==> config.mk <==
export PLATFORM = sky130hd
export DESIGN_NAME = cla_pipe
export DESIGN_NICKNAME = d
export VERILOG_FILES = /design/src/rtl/cla_pkg.sv /design/src/rtl/cla_blk.sv /design/src/rtl/cla_pipe.sv
export SDC_FILE = /design/constraint.sdc
export NUM_CORES = 1
export LEC_CHECK = 0
export BUFFER_PORTS_ARGS = -buffer_cell sky130_fd_sc_hd__buf_2
export CAP_MARGIN = 20
export CELL_PAD_IN_SITES_DETAIL_PLACEMENT = 1
export CELL_PAD_IN_SITES_GLOBAL_PLACEMENT = 2
export CORE_MARGIN = 1
export CORE_UTILIZATION = 25
export CTS_CLUSTER_SIZE = 14
export DETAILED_ROUTE_END_ITERATION = 12
export PLACE_DENSITY_LB_ADDON = 0.3
export RECOVER_POWER = 100
export SETUP_SLACK_MARGIN = 0.3
export SLEW_MARGIN = 30
export SYNTH_ARGS = -nofsm -noshare
export SYNTH_HDL_FRONTEND = slang
export SYNTH_HIERARCHICAL = 1
export SYNTH_SLANG_ARGS = --single-unit
==> constraint.sdc <==
create_clock -name clk -period 5 [get_ports clk]
set_clock_uncertainty 0.05 [all_clocks]
set_input_delay 1.5 -clock clk [delete_from_list [all_inputs] [get_ports clk]]
set_output_delay 1.5 -clock clk [all_outputs]
set_load 0.005 [all_outputs]
==> src/rtl/cla_pkg.sv <==
`default_nettype none
// +----------------------------------------------------------------------+
// | cla_pkg : shared constants, stage-count helper and stage record       |
// | Rev 1.0                                                               |
// +----------------------------------------------------------------------+
package cla_pkg;

    localparam int CLA_BLK_DEFAULT = 4;
    localparam int CLA_MAX_WIDTH   = 64;

    function automatic int cla_nstg(input int width, input int blk);
        if (blk < 1) begin
            return 0;
        end
        return width / blk;
    endfunction

    // Fields are sized for the widest supported adder; narrower instances leave upper bits at 0.
    typedef struct packed {
        logic                     valid;
        logic                     carry;
        logic [CLA_MAX_WIDTH-1:0] sum;
        logic [CLA_MAX_WIDTH-1:0] a;
        logic [CLA_MAX_WIDTH-1:0] b;
    } cla_stage_t;

endpackage
`default_nettype wire

==> src/rtl/cla_blk.sv <==
`default_nettype none
// +----------------------------------------------------------------------+
// | cla_blk : combinational BLK-bit carry-lookahead adder slice           |
// | Rev 1.0                                                               |
// +----------------------------------------------------------------------+
module cla_blk #(
    parameter int BLK = 4
) (
    input  logic [BLK-1:0] a,
    input  logic [BLK-1:0] b,
    input  logic           ci,
    output logic [BLK-1:0] s,
    output logic           co
);

    logic [BLK-1:0] w_g;
    logic [BLK-1:0] w_p;
    logic [BLK:0]   w_c;
    logic           v_acc;
    logic           v_prod;

    assign w_g = a & b;
    assign w_p = a ^ b;

    // Each carry is a flat sum of generate terms gated by the propagates above them.
    always_comb begin
        w_c    = '0;
        v_acc  = 1'b0;
        v_prod = 1'b1;
        for (int i = 0; i <= BLK; i++) begin
            v_acc  = 1'b0;
            v_prod = 1'b1;
            for (int j = i - 1; j >= 0; j--) begin
                v_acc  = v_acc | (w_g[j] & v_prod);
                v_prod = v_prod & w_p[j];
            end
            w_c[i] = v_acc | (v_prod & ci);
        end
    end

    assign s  = w_p ^ w_c[BLK-1:0];
    assign co = w_c[BLK];

endmodule
`default_nettype wire

==> src/rtl/cla_pipe.sv <==
`default_nettype none
// +----------------------------------------------------------------------+
// | cla_pipe : pipelined carry-lookahead adder, one BLK slice per stage.  |
// | Define CLA_PIPE_OVF_EN to add the registered signed-overflow output.  |
// | Rev 1.0                                                               |
// +----------------------------------------------------------------------+
module cla_pipe
    import cla_pkg::*;
#(
    parameter int WIDTH = 32,
    parameter int BLK   = CLA_BLK_DEFAULT
) (
    input  logic             clk,
    input  logic             reset_n,
    input  logic [WIDTH-1:0] a,
    input  logic [WIDTH-1:0] b,
    input  logic             ci,
    input  logic             in_valid,
    output logic             in_ready,
    output logic [WIDTH-1:0] s,
    output logic             co,
    output logic             out_valid,
    input  logic             out_ready
`ifdef CLA_PIPE_OVF_EN
    ,
    output logic             ovf
`endif
);

    localparam int NSTG = cla_nstg(WIDTH, BLK);

    if (BLK < 1) begin : g_bad_blk
        $error("cla_pipe: BLK must be at least 1");
    end else if ((WIDTH % BLK) != 0) begin : g_bad_width
        $error("cla_pipe: WIDTH must be a multiple of BLK");
    end else if (WIDTH > CLA_MAX_WIDTH) begin : g_too_wide
        $error("cla_pipe: WIDTH exceeds CLA_MAX_WIDTH");
    end

    logic       w_adv;
    cla_stage_t w_src;
    cla_stage_t w_stage [NSTG];
    logic       w_unused_last;

    // The last stage register doubles as the output register.
    assign w_adv     = !w_stage[NSTG-1].valid || out_ready;
    assign in_ready  = w_adv;
    assign s         = w_stage[NSTG-1].sum[WIDTH-1:0];
    assign co        = w_stage[NSTG-1].carry;
    assign out_valid = w_stage[NSTG-1].valid;

    assign w_unused_last = ^{w_stage[NSTG-1].a, w_stage[NSTG-1].b, w_stage[NSTG-1].sum};

    // Operands are zeroed unless presented, so bubbles carry no stale input data.
    always_comb begin
        w_src = '0;
        if (in_valid) begin
            w_src.valid          = 1'b1;
            w_src.carry          = ci;
            w_src.a[WIDTH-1:0]   = a;
            w_src.b[WIDTH-1:0]   = b;
        end
    end

    for (genvar k = 0; k < NSTG; k++) begin : g_stage
        cla_stage_t     w_prev;
        cla_stage_t     stage_d;
        cla_stage_t     stage_q;
        logic [BLK-1:0] w_blk_s;
        logic           w_blk_co;

        if (k == 0) begin : g_first
            assign w_prev = w_src;
        end else begin : g_next
            assign w_prev = w_stage[k-1];
        end

        cla_blk #(
            .BLK (BLK)
        ) u_blk (
            .a  (w_prev.a[k*BLK +: BLK]),
            .b  (w_prev.b[k*BLK +: BLK]),
            .ci (w_prev.carry),
            .s  (w_blk_s),
            .co (w_blk_co)
        );

        always_comb begin
            stage_d                   = w_prev;
            stage_d.sum[k*BLK +: BLK] = w_blk_s;
            stage_d.carry             = w_blk_co;
        end

        always_ff @(posedge clk or negedge reset_n) begin
            if (!reset_n) begin
                stage_q <= '0;
            end else if (w_adv) begin
                stage_q <= stage_d;
            end
        end

        assign w_stage[k] = stage_q;

`ifdef CLA_PIPE_OVF_EN
        if (k == NSTG - 1) begin : g_ovf
            logic ovf_d;
            logic ovf_q;

            // Carry into the MSB is recovered as a ^ b ^ sum at that bit.
            assign ovf_d = w_prev.a[WIDTH-1] ^ w_prev.b[WIDTH-1] ^ w_blk_s[BLK-1] ^ w_blk_co;

            always_ff @(posedge clk or negedge reset_n) begin
                if (!reset_n) begin
                    ovf_q <= 1'b0;
                end else if (w_adv) begin
                    ovf_q <= ovf_d;
                end
            end

            assign ovf = ovf_q;
        end
`endif
    end

endmodule
`default_nettype wire

==> summary.md <==
The run finished, with violations left. The final reports fail on max-capacitance violations, max-slew violations. Leaving out fill and tap cells, the most frequent cell in the layout is dfrtp_1. The proportion of layout cells with a drive suffix above 1 is 25.9%. The number of buffers inserted by port buffering is 103, and the synthesized netlist cell count is 1068.

The final layout contains routed wiring with a total length of 31300 um. The horizontal die dimension was 254 um. The total placed cells including tap cells is 1958, and the worst-case clock buffer depth is 3. The worst pin sits at a relative slew slack of -47.7%. The register clock-pin slew on the reported worst setup and hold paths was 0.06 ns; the clock share of power was 29.4%. Along the worst path, the maximum fanout reaches 105. The number of different library cells used by synthesis comes to 22. The number of hold buffers added after CTS was 0. The tools report the clock root buffer master as clkbuf_16. Relative to the synthesized area, the layout overhead comes to 17.1%. The number of warning messages in the yosys log came out at 6. The worst hold path belongs to the class flip-flop to flip-flop. The post-CTS setup repair buffer count was 0; the first-pass GRT wire length was 52600 um. The launching point of the worst reg2reg path is out_valid$_DFFE_PN0P_. Start point of the worst min-delay path: g_stage[6].stage_q[193]$_DFFE_PN0P_. The worst hold path depth is 1, and the leftover overflow at the end of global routing is 0.

Counting the buffers created by CTS gives 45. The shortest period the worst path allows came out at 4.01 ns. The completed layout was analyzed and its total power is 11100 uW.

Internal power comes to 7920 uW. The setup slack of the most critical reg-to-reg path was 1.71 ns. The tools report the total die area as 64400 um2. The summed instance area of the synthesized netlist was 15800 um2. The tools report the number of DRC violations after detailed-routing iteration 0 as 257.

For this run, the register share of the synthesized area comes to 60.7%. Summed over all nets, the switching power comes to 3220 uW. Setup repair after global routing left no endpoint under its margin.

Setup total negative slack on the finished layout was measured at 0 ns. The sink count of the clock tree was 384; the final net count was 1278. TritonCTS built the clock tree.

The number of pins exceeding their max-slew limit in the final report was 158; the mean post-synth cell area was 14.8 um2. The number of primary I/O pins is 104, and the power per unit of standard cell area is 601 nW/um2. The worst setup path is of the input pin to flip-flop kind. In this run the static leakage power is 0.00870 uW. The floorplan has 91 rows. The worst hold endpoint was out_valid$_DFFE_PN0P_. Sequential cells account for 45.5% of the total power. Final period utilization: 80.2%. Across the VDD grid, the largest voltage drop is 0.000265 V. Summing over every cut layer, the via total after detailed routing is 8550. Net switching is 28.9% of the power.

In the layout the commonest cells are dfrtp_1, mux2_1, mux2_2. The total area inside the core boundary comes to 62200 um2. Leaving out filler cells and counting taps, the final layout contains 2040. The number of gates resized after CTS was 0. Dividing the detail-routed wire length by the instance count gives 15.3 um. The via count of the first global-routing pass was 9418; the depth of the CTS H-tree was 2.

In this run, the combinational gates consume 25.1% of the power. At the worst endpoint, the arrival time is 4.42 ns. For this configuration, the core starts out at a cell density of 25.5%. The highest clock rate was 250 MHz. Counting flops and latches in the post-synthesis netlist gives 384. Before antenna repair, the detailed router went through 4 iterations.

The height of the die is 254 um. The global placer's final weighted congestion came out at 0.686. The worst setup path is captured at a flip-flop.

At the pin with the least slew margin, the transition time is 2.22 ns. The data required time at the worst endpoint was 5.41 ns; the residual DRC count was 0. The max-cap check violation count is 5, and the number of inserted diodes is 0. In this run the critical register-to-register path is captured at g_stage[4].stage_q[137]$_DFFE_PN0P_. Counting cells, the worst reg-to-reg path comes to 4. Cells fill 29.8% of the core in the end. For the pin count of the biggest net entering global routing, the log shows 165. After detailed routing, the number of vias per cell comes to 4.19. Global routing used 10.3% of the available tracks across all layers. The post-synth net total is 1177. The clock reaches the later pin of the worst-skew pair after 0.57 ns.

The startpoint kind of the worst setup timing path is an input pin. The hold slack is 0.412 ns. The tools report the hold violation total from the final report as 0. The run gives 0 as the count of final setup violators. Once detail routing completed, the nets flagged for antenna violations numbered 0.

The initial antenna violation count was 3. The half-perimeter wire length of the detailed placement result is 18900 um.
Yosys cell counts:
master,count,share of area [%]
dfrtp_1,384,61
mux2_1,176,13
mux2_2,151,11
nand2_1,56,1.3
nand3b_1,56,2.7
o21ai_0,56,1.8
ha_1,32,2.5
buf_6,28,2.0
a21o_1,24,1.1
clkbuf_1,23,0.55
xor2_1,13,0.72
inv_1,12,0.28
xnor2_1,11,0.61
and2_1,9,0.36
buf_2,9,0.28
a21oi_1,8,0.25
a31o_1,8,0.44
fa_1,8,1.0
buf_4,1,0.047
inv_2,1,0.024
nand2b_1,1,0.040
nor2b_2,1,0.055
registers in the layout, indices dropped and copies added, names as in the netlist:
register	cells
out_valid	1
g_stage.stage_q	350
s	32
co	1
critical path: stages:
cell,delay (ns)
clkbuf_1,0.12
nor2b_1,0.59
buf_12,0.46
clkbuf_4,1.15
mux2_2,0.43
per-layer routing:
| layer | routed length [um] | share of wire (%) | global-route usage, % |
|---|---|---|---|
| met3 | 1230 | 3.9 | 2.38 |
| met2 | 14100 | 45 | 15.7 |
| met5 | 17 | 0.054 | 0 |
| met1 | 15100 | 48 | 14.3 |
| met4 | 784 | 2.5 | 3.46 |
cells by family after synthesis:
family,share of synthesized area [%]
DFF,60.7
muxes,23.3
and+or+nand+nor,4.43
AOI/OAI and AO/OA,3.60
buffers and inverters,3.18
adders and majority gates,3.54
xor gates and xnor gates,1.33
power groups by stage:
stage | Combinational, uW | Sequential (uW) | Clock [uW]
finish | 2800 | 5070 | 3270
global route | 3190 | 5290 | 3530
CTS | 2930 | 5110 | 3410
detailed placement | 2910 | 5170 | 0
global placement | 2800 | 5120 | 0
floorplan | 2280 | 4910 | 0
worst max-delay path by stage:
stage | startpoint | slack [ns] | cells after the start | endpoint
2_1_floorplan | out_ready | 1.47 | 4 | in_ready
3_3_place_gp | out_ready | 1.32 | 4 | in_ready
3_5_place_dp | out_ready | 1.32 | 4 | in_ready
4_1_cts | out_ready | 1.32 | 4 | in_ready
5_1_grt | reset_n | 0.66 | 2 | g_stage[2].stage_q[82]$_DFFE_PN0P_
6_report | out_ready | 0.99 | 5 | g_stage[4].stage_q[137]$_DFFE_PN0P_
area by class of cell:
type	instances	area (um2)
fillers	6631	43600
flip-flops and latches	384	9610
multi-input cells	610	5720
clock buffers	68	1340
well taps	837	1050
repair buffers	115	628
clock inverters	13	144
inverters	13	53.8
stage by stage:
stage	setup slack, ns	instance area, um2
after floorplan	1.47	15800
after global placement	1.32	17100
after detailed placement	1.32	17100
after CTS	1.32	18600
after global routing	0.662	18500
final	0.992	18500
(Power assumes the default switching activity.)
